--- src/rtl/i2c_pkg.sv ---
// Shared I2C definitions: master command codes, the read-NACK byte, the
// register-sequencer phase/sub-step enums and the phase-to-command mapping.
package i2c_pkg;

    localparam logic [2:0] CMD_START   = 3'b000;
    localparam logic [2:0] CMD_WR      = 3'b001;
    localparam logic [2:0] CMD_RD      = 3'b010;
    localparam logic [2:0] CMD_STOP    = 3'b011;
    localparam logic [2:0] CMD_RESTART = 3'b100;

    // Bit0 = 1 tells the master to NACK the byte it is about to read.
    localparam logic [7:0] RD_NACK_BYTE = 8'hFF;

    typedef enum logic [3:0] {
        PH_IDLE,
        PH_START,
        PH_ADDR_W,
        PH_REG,
        PH_WDATA,
        PH_RESTART,
        PH_ADDR_R,
        PH_RDATA,
        PH_STOP,
        PH_RESP
    } phase_e;

    typedef enum logic {
        SUB_ISSUE,
        SUB_WAIT
    } sub_e;

    function automatic logic [2:0] cmd_for_phase(input phase_e ph);
        case (ph)
            PH_RESTART: return CMD_RESTART;
            PH_STOP:    return CMD_STOP;
            PH_RDATA:   return CMD_RD;
            PH_ADDR_W,
            PH_REG,
            PH_WDATA,
            PH_ADDR_R:  return CMD_WR;
            default:    return CMD_START;
        endcase
    endfunction

    function automatic logic is_byte_phase(input phase_e ph);
        return (ph == PH_ADDR_W) || (ph == PH_REG) || (ph == PH_WDATA) ||
               (ph == PH_ADDR_R) || (ph == PH_RDATA);
    endfunction

endpackage

--- src/rtl/i2c_reg_seq.sv ---
// Register-access sequencer in front of the byte-level I2C master.
// Turns one request into START/addr/reg/data/STOP (write) or
// START/addr/reg/RESTART (or STOP+START)/addr/data-NACK/STOP (read) and
// returns read data plus a NACK error flag via a one-cycle response strobe.
// Ports:
//   clk_i, rst_i (async, active-high)
//   req_*   : request handshake (valid/ready), rnw, dev, reg, wdata
//   rsp_*   : one-cycle response strobe, read data, nack flag
//   m_*_o   : master command interface (cmd, din, wr strobe)
//   m_*_i   : master status (ready, done_tick, ack, dout)
module i2c_reg_seq
    import i2c_pkg::*;
#(
    parameter int USE_RESTART = 1
) (
    input  logic       clk_i,
    input  logic       rst_i,
    input  logic       req_valid_i,
    output logic       req_ready_o,
    input  logic       req_rnw_i,
    input  logic [6:0] req_dev_i,
    input  logic [7:0] req_reg_i,
    input  logic [7:0] req_wdata_i,
    output logic       rsp_valid_o,
    output logic [7:0] rsp_rdata_o,
    output logic       rsp_nack_o,
    output logic [2:0] m_cmd_o,
    output logic [7:0] m_din_o,
    output logic       m_wr_o,
    input  logic       m_ready_i,
    input  logic       m_done_tick_i,
    input  logic       m_ack_i,
    input  logic [7:0] m_dout_i
);

    phase_e     phase_q, phase_d;
    sub_e       sub_q, sub_d;
    logic       rnw_q, rnw_d;
    logic [6:0] dev_q, dev_d;
    logic [7:0] reg_q, reg_d;
    logic [7:0] wdata_q, wdata_d;
    logic [7:0] rdata_q, rdata_d;
    logic       err_q, err_d;
    logic       second_q, second_d;   // next START is the read-phase START (no-restart mode)
    logic       rsp_valid_q, rsp_valid_d;
    logic [7:0] rsp_rdata_q, rsp_rdata_d;
    logic       rsp_nack_q, rsp_nack_d;
    logic [2:0] m_cmd_q, m_cmd_d;
    logic [7:0] m_din_q, m_din_d;
    logic       m_wr_q, m_wr_d;
    logic       byte_ph;
    logic       step_done;

    always_ff @(posedge clk_i or posedge rst_i) begin
        if (rst_i) begin
            phase_q     <= PH_IDLE;
            sub_q       <= SUB_ISSUE;
            rnw_q       <= 1'b0;
            dev_q       <= 7'd0;
            reg_q       <= 8'd0;
            wdata_q     <= 8'd0;
            rdata_q     <= 8'd0;
            err_q       <= 1'b0;
            second_q    <= 1'b0;
            rsp_valid_q <= 1'b0;
            rsp_rdata_q <= 8'd0;
            rsp_nack_q  <= 1'b0;
            m_cmd_q     <= CMD_START;
            m_din_q     <= 8'd0;
            m_wr_q      <= 1'b0;
        end else begin
            phase_q     <= phase_d;
            sub_q       <= sub_d;
            rnw_q       <= rnw_d;
            dev_q       <= dev_d;
            reg_q       <= reg_d;
            wdata_q     <= wdata_d;
            rdata_q     <= rdata_d;
            err_q       <= err_d;
            second_q    <= second_d;
            rsp_valid_q <= rsp_valid_d;
            rsp_rdata_q <= rsp_rdata_d;
            rsp_nack_q  <= rsp_nack_d;
            m_cmd_q     <= m_cmd_d;
            m_din_q     <= m_din_d;
            m_wr_q      <= m_wr_d;
        end
    end

    always_comb begin
        phase_d     = phase_q;
        sub_d       = sub_q;
        rnw_d       = rnw_q;
        dev_d       = dev_q;
        reg_d       = reg_q;
        wdata_d     = wdata_q;
        rdata_d     = rdata_q;
        err_d       = err_q;
        second_d    = second_q;
        rsp_valid_d = 1'b0;
        rsp_rdata_d = rsp_rdata_q;
        rsp_nack_d  = rsp_nack_q;
        m_cmd_d     = m_cmd_q;
        m_din_d     = m_din_q;
        m_wr_d      = 1'b0;
        byte_ph     = is_byte_phase(phase_q);
        // The strobe is registered, so the master only reacts one cycle after
        // m_wr_q rises; ignore status while our own strobe is still on the wire.
        step_done   = (sub_q == SUB_WAIT) && !m_wr_q &&
                      (byte_ph ? m_done_tick_i : m_ready_i);

        case (phase_q)
            PH_IDLE: begin
                if (req_valid_i) begin
                    rnw_d    = req_rnw_i;
                    dev_d    = req_dev_i;
                    reg_d    = req_reg_i;
                    wdata_d  = req_wdata_i;
                    rdata_d  = 8'd0;
                    err_d    = 1'b0;
                    second_d = 1'b0;
                    phase_d  = PH_START;
                    sub_d    = SUB_ISSUE;
                end
            end
            PH_RESP: phase_d = PH_IDLE;
            default: begin
                if (sub_q == SUB_ISSUE) begin
                    if (m_ready_i) begin
                        m_wr_d  = 1'b1;
                        sub_d   = SUB_WAIT;
                        m_cmd_d = cmd_for_phase(phase_q);
                        case (phase_q)
                            PH_ADDR_W: m_din_d = {dev_q, 1'b0};
                            PH_REG:    m_din_d = reg_q;
                            PH_WDATA:  m_din_d = wdata_q;
                            PH_ADDR_R: m_din_d = {dev_q, 1'b1};
                            PH_RDATA:  m_din_d = RD_NACK_BYTE;
                            default:   m_din_d = m_din_q;
                        endcase
                    end
                end else if (step_done) begin
                    sub_d = SUB_ISSUE;
                    case (phase_q)
                        PH_START: begin
                            phase_d  = second_q ? PH_ADDR_R : PH_ADDR_W;
                            second_d = 1'b0;
                        end
                        PH_ADDR_W: phase_d = PH_REG;
                        PH_REG: begin
                            if (!rnw_q) begin
                                phase_d = PH_WDATA;
                            end else if (USE_RESTART != 0) begin
                                phase_d = PH_RESTART;
                            end else begin
                                phase_d  = PH_STOP;
                                second_d = 1'b1;
                            end
                        end
                        PH_WDATA:   phase_d = PH_STOP;
                        PH_RESTART: phase_d = PH_ADDR_R;
                        PH_ADDR_R:  phase_d = PH_RDATA;
                        PH_RDATA: begin
                            rdata_d = m_dout_i;
                            phase_d = PH_STOP;
                        end
                        PH_STOP: begin
                            if (second_q) begin
                                phase_d = PH_START;
                            end else begin
                                phase_d     = PH_RESP;
                                rsp_valid_d = 1'b1;
                                rsp_rdata_d = err_q ? 8'd0 : rdata_q;
                                rsp_nack_d  = err_q;
                            end
                        end
                        default: phase_d = PH_IDLE;
                    endcase
                    // Slave NACK on any written byte aborts straight to STOP.
                    if (byte_ph && (phase_q != PH_RDATA) && m_ack_i) begin
                        err_d    = 1'b1;
                        second_d = 1'b0;
                        phase_d  = PH_STOP;
                    end
                end
            end
        endcase
    end

    assign req_ready_o = (phase_q == PH_IDLE);
    assign rsp_valid_o = rsp_valid_q;
    assign rsp_rdata_o = rsp_rdata_q;
    assign rsp_nack_o  = rsp_nack_q;
    assign m_cmd_o     = m_cmd_q;
    assign m_din_o     = m_din_q;
    assign m_wr_o      = m_wr_q;

endmodule

--- config.mk ---
export PLATFORM = sky130hd
export DESIGN_NAME = i2c_reg_seq
export DESIGN_NICKNAME = d
export VERILOG_FILES = /design/src/rtl/i2c_pkg.sv /design/src/rtl/i2c_reg_seq.sv
export SDC_FILE = /design/constraint.sdc
export NUM_CORES = 1
export LEC_CHECK = 0
export ABC_CLOCK_PERIOD_IN_PS = 2200
export CAP_MARGIN = 20
export CORE_ASPECT_RATIO = 2
export CORE_MARGIN = 4
export CORE_UTILIZATION = 51
export CTS_CLUSTER_DIAMETER = 120
export DETAILED_ROUTE_END_ITERATION = 16
export HOLD_SLACK_MARGIN = 0.1
export MAX_ROUTING_LAYER = met4
export PLACE_DENSITY = 0.89
export SETUP_SLACK_MARGIN = 0.05
export SYNTH_ARGS = -nofsm -noshare
export SYNTH_HDL_FRONTEND = slang
export SYNTH_SLANG_ARGS = --single-unit
--- constraint.sdc ---
create_clock -name clk_i -period 2.2 [get_ports clk_i]
set_clock_uncertainty 0.1 [all_clocks]
set_input_delay 0.22 -clock clk_i [delete_from_list [all_inputs] [get_ports clk_i]]
set_output_delay 0.22 -clock clk_i [all_outputs]
set_load 0.01 [all_outputs]
==> impl_metrics.toml, run 1 <==
[floorplan]
io-pin-count = 61
dieArea_sq_um = 7126
core_area_sq_um = 5515
rows = 38
die_w_um = 61.73
die_height_um = 115.5
start_util = 0.5338

[route]
drc = 0
vias = 2316
ant_nets = 0
initialDrtViolationCount = 122
viasPerCell = 6.031
dr.pass1.iters = 4
wl_per_cell_um = 18.90
totalWireLength_mm = 7.258

[finish]
area_growth_pct = 30.09
final_nets = 357
nFillCells = 395
final_util = 0.6944
drive_gt1_frac = 0.2130
insertedDiodeCount = 0

[clocking]
h-tree-depth = 3
cts_hold_buf = 0
clk_path_buf_depth = 2
cts_tree = "built"
cts_sinks = 60
numCtsBuffers = 9
clk-insertion-delay-late_ps = 350
cts-root-buf = "clkbuf_8"
clk_pin_slew_ps = 80

[critical_path]
arrival_ps = 1630
endpoint_kind = "output pin"
crit_type = "flop to output pin"
critPathRequiredTime_ps = 1880
crit_fanout = 2
reg2reg_to = "rdata_q[5]"
r2r_slack_ps = 290
r2r_cells = 5
reg2reg_from = "phase_q[0]"
startpoint_type = "flop"

[synthesis]
synth_top_cells_by_area = "dfrtp_1, mux2_4, o21ai_0"
syn_nets = 289
synth-seq-area-share = 0.5100
synth.distinct_cells = 50
yosysTopAreaCell = "dfrtp_1"
synthFlopType = "dfrtp_1"
ys_async_sr_fraction = 1.000
ys_ff_latch = 60
synth.avg_cell_area_sq_um = 11.73
netlist.area_leader.share = 0.5100
synthesis.area_sq_um = 2944
yosys_warnings = 0
synth_edf_count = 0
postSynthCellCount = 251

[power]
leakagePower_nw = 1.686
p_int_w = 0.003140
pwr-share-seq = 0.378
power_density_nw_per_um2 = 1256
total_power_w = 0.004809
clkPwrFrac = 0.207
p_comb_frac = 0.414
ir_worst_vdd_mv = 1.038
swShare = 0.3470
switching_power_w = 0.001669

[timing]
holdWs_ps = 163.9
fin_setup_tns_ps = 0
period_needed_ps = 1951
setup_violations = 0
tightest_slew_ps = 480.2
rsz0062_at_grt = "false"
max_freq_ghz = 0.5126
slew_headroom = 0.6785
period_share = 0.8868
hold_viol = 0
report.final.slew_viol_count = 0

[placement]
gp_congestion = 0.8658
numPortBuffers = 60
hpwl_mm = 5.222

[outcome]
status = "completed"

[grt]
antenna_found_initial = 0
grt_overflow = 0
grt_pass1_vias = 2376
grt_use_total = 0.2305
grt_pass1_wl_mm = 11.47
grt_max_degree = 61

[worst_hold_path]
hold_class = "input port to asynchronous set/reset pin"

[run]
cap_violations = 0
[cells in the mapped netlist, types with 2 or more instances]
cell,number
clkbuf_1,5
a21oi_1,12
a22o_1,8
a221o_1,5
and3b_1,2
a211o_1,2
nand2_1,17
buf_4,3
a2bb2oi_1,3
o21ai_0,22
mux2_2,5
buf_6,3
a211oi_1,4
dfrtp_1,60
or2_2,3
a32oi_1,3
a31oi_1,2
nor3_2,2
o31ai_1,4
o21bai_1,2
inv_1,6
and2_1,3
nor3_1,3
nand2b_1,12
nor3b_2,2
nor2_1,7
buf_2,4
a22oi_1,3
nor2b_1,3
mux2_4,20
o22ai_1,2
[flip-flops by register name, summed over array words and instances (netlist names)]
register and flops:
wdata_q 8, rnw_q 1, m_cmd_o 3, phase_q 4, rsp_rdata_o 8, sub_q 1
m_din_o 8, rsp_valid_o 1, reg_q 8, err_q 1, m_wr_o 1, rsp_nack_o 1
rdata_q 8, dev_q 7
[power by group through the flow]
| stage | clock, W | sequential (W) | combinational [W] |
|---|---|---|---|
| after CTS | 0.00100 | 0.00181 | 0.00199 |
| final | 0.000997 | 0.00182 | 0.00199 |
| after global routing | 0.00106 | 0.00185 | 0.00215 |
| after floorplan | 0 | 0.00173 | 0.00143 |
| after detailed placement | 0 | 0.00182 | 0.00195 |
| after global placement | 0 | 0.00180 | 0.00189 |
[logic make-up after synthesis]
logic type	share of synthesized area
compound gates	0.1836
simple gates	0.1411
flops	0.5100
mux	0.1211
buf+inv	0.04122
xor+xnor	0.002975
[critical path, cell delays in order, from the launching register on]
cell,delay [ps]
dfrtp_1,420
nor4_4,280
clkdlybuf4s50_1,580
[layout make-up]
class	count	area (sq um)	area share
repair buffers	73	710.7	0.1856
multi-input cells	169	1321	0.3450
well taps	60	75.07	0.01960
clock buffers	9	123.9	0.03234
inverters	6	22.52	0.005880
clock inverters	7	75.07	0.01960
flip-flops and latches	60	1501	0.3920
[layer usage]
layer | share of wire | GRT usage
met1 | 0.35 | 0.2377
met5 | 0 | -
met2 | 0.54 | 0.3786
met4 | 0.051 | 0.1459
met3 | 0.058 | 0.05017
[layout by cell type, fill, tap and decap left out, types with 3 or more instances in the layout]
cell	synthesis	routed
o21ai_0	22	22
a22o_1	8	8
a221o_1	5	5
o31ai_1	4	4
nor2_1	7	7
a32oi_1	3	3
buf_4	3	12
dfrtp_1	60	60
mux2_4	20	20
or2_2	3	3
nor3_1	3	3
inv_1	6	5
nand2b_1	12	12
a2bb2oi_1	3	3
and2_1	3	3
a22oi_1	3	3
clkbuf_8	0	9
a21oi_1	12	12
nor2b_1	3	3
nand2_1	17	17
clkinvlp_4	0	3
clkdlybuf4s50_1	0	60
a211oi_1	4	4
mux2_2	5	5
[worst max path at each step]
| stage | start | to | slack [ps] | cells past startpoint |
|---|---|---|---|---|
| 6_report | phase_q[0] | req_ready_o | 250 | 2 |
| 5_1_grt | phase_q[1] | req_ready_o | 200 | 2 |
| 4_1_cts | phase_q[1] | req_ready_o | 240 | 2 |
| 3_5_place_dp | m_ready_i | phase_q[0] | 230 | 5 |
| 3_3_place_gp | m_ready_i | phase_q[0] | 290 | 5 |
| 2_1_floorplan | rst_i | dev_q[0] | 400 | 1 |
[timing repair]
item / CTS / global route
setup buffers: 1 / 0
setup endpoints to repair: 1 / 0
resized for setup: 0 / 0
[per-stage QoR]
stage | area, sq um | instances | worst slack [ps]
2_1_floorplan | 2944 | 251 | 395.3
3_3_place_gp | 3623 | 367 | 287.3
3_5_place_dp | 3623 | 367 | 234.7
4_1_cts | 3830 | 384 | 239.7
5_1_grt | 3830 | 384 | 203.0
6_report | 3830 | 384 | 249.1
Power figures use the tool's default switching activity.
==> run 2: changes to the inputs <==
CORE_UTILIZATION = 60   (was 51)
DONT_BUFFER_PORTS = 1   (was unset)
PLACE_DENSITY = 0.85   (was 0.89)
==> impl_metrics.toml, run 2 (synthesis gave the netlist of run 1 again) <==
[outcome]
status = "completed"

[timing]
fin_setup_tns_ps = 0
hold_viol = 0
setup_violations = 0
max_freq_ghz = 0.4759
period_needed_ps = 2101
fin_ws_ps = 98.92
holdWs_ps = 115.6
slew_headroom = 0.5586
tightest_slew_ps = 657.8
period_share = 0.9550
report.final.slew_viol_count = 0
rsz0062_at_grt = "false"

[finish]
area_growth_pct = 20.91
layout_common_cells = "dfrtp_1, dlygate4sd3_1, o21ai_0, mux2_4, nand2_1"
multi_input_area_sq_um = 1321
drive_gt1_frac = 0.2222
register_area_sq_um = 1501
insertedDiodeCount = 0
nFillCells = 282
final_nets = 331
final_common_cell = "dfrtp_1"

[worst_hold_path]
hold_depth = 3
holdPathEnd = "phase_q[2]"
hold_start = "m_ack_i"
hold_class = "input port to flop"

[critical_path]
reg2reg_to = "phase_q[0]"
reg2reg_from = "phase_q[2]"
startpoint_type = "flop"
crit_type = "flop to flop"
crit_fanout = 14
critPathRequiredTime_ps = 2360
r2r_slack_ps = 100
arrival_ps = 2260
endpoint_kind = "flop"
r2r_cells = 5

[run]
cap_violations = 0

[route]
totalWireLength_mm = 7.738
drc = 0
vias = 2258
initialDrtViolationCount = 61
dr.pass1.iters = 7
viasPerCell = 6.415
wl_per_cell_um = 21.98
ant_nets = 0

[clocking]
h-tree-depth = 3
clk-insertion-delay-late_ps = 340
numCtsBuffers = 9
clk_pin_slew_ps = 70
clk_path_buf_depth = 2
cts_tree = "built"
cts-root-buf = "clkbuf_8"
cts_sinks = 60
cts.repair.resized = 0

[grt]
grt_max_degree = 38
antenna_found_initial = 0
grt_pass1_wl_mm = 12.54
grt_pass1_vias = 2455
grt_use_total = 0.2788
grt_overflow = 0

[floorplan]
die_w_um = 57.53
io-pin-count = 61
core_area_sq_um = 4686
rows = 35
start_util = 0.6283
die_height_um = 107.1
dieArea_sq_um = 6159

[power]
ir_worst_vdd_mv = 1.123
leakagePower_nw = 1.604
power_density_nw_per_um2 = 1295

[placement]
gp_congestion = 0.8844
hpwl_mm = 5.020
numPortBuffers = 0
dp_slack_ps = 246.7
[run 2: cell count changes in the layout (fill, tap and decap cells not counted), sizes merged]
cell           before  now
buf                13   11
clkbuf              9   10
clkdlybuf4s50      60    0
clkinv              2    3
clkinvlp            3    1
dlygate4sd3         0   36
inv                 7    6
[run 2: area by class of cell]
type,instances,share of cell area
sequential,60,0.4218
inverter,6,0.006327
tap,55,0.01933
clock inverter,5,0.01476
timing repair buffer,47,0.1279
multi-input combinational,169,0.3712
clock buffer,10,0.03866
[run 2: metrics by stage]
step	cell area, sq um	instances	power (W)	utilization
after detailed placement	3009	301	0.003511	0.6422
after global routing	3560	352	0.004846	0.7597
final	3560	352	0.004610	0.7597
after CTS	3560	352	0.004541	0.7597
after global placement	3009	301	0.003432	0.6422
after floorplan	2944	251	0.003154	-
[run 2: worst max-delay path, stage by stage, from the launching register on]
cell and delay (ps):
dfrtp_1 680, buf_4 280, nor2b_1 60, o311a_1 330
nor3_2 360, a2bb2oi_1 220
[run 2: layer usage]
| layer | routed length [um] | GRT usage | part of all wire |
|---|---|---|---|
| met1 | 2635 | 0.2878 | 0.34 |
| met2 | 4098 | 0.4660 | 0.53 |
| met3 | 559 | 0.07349 | 0.072 |
| met4 | 444 | 0.1592 | 0.057 |
| met5 | 0 | - | 0 |
[run 2: worst max path at each step]
stage,from,slack [ps],depth (start not counted),to
after floorplan,rst_i,400,1,dev_q[0]
after global placement,phase_q[2],290,5,phase_q[0]
after detailed placement,phase_q[2],250,5,phase_q[0]
after CTS,phase_q[2],190,5,phase_q[0]
after global routing,phase_q[2],60,5,phase_q[0]
final,phase_q[2],100,5,phase_q[0]
[run 2: timing repair]
| item | 4_1_cts | 5_1_grt |
|---|---|---|
| endpoints found under the hold margin | 62 | 0 |
| hold buffers | 36 | 0 |
| setup buffers | 0 | 0 |
[run 2: where the power goes]
part	switching [W]	total, W	internal (W)
clock	0.000426	0.000967	0.000541
combinational	0.000800	0.00170	0.000901
sequential	0.000442	0.00194	0.00150
total	0.00167	0.00461	0.00294
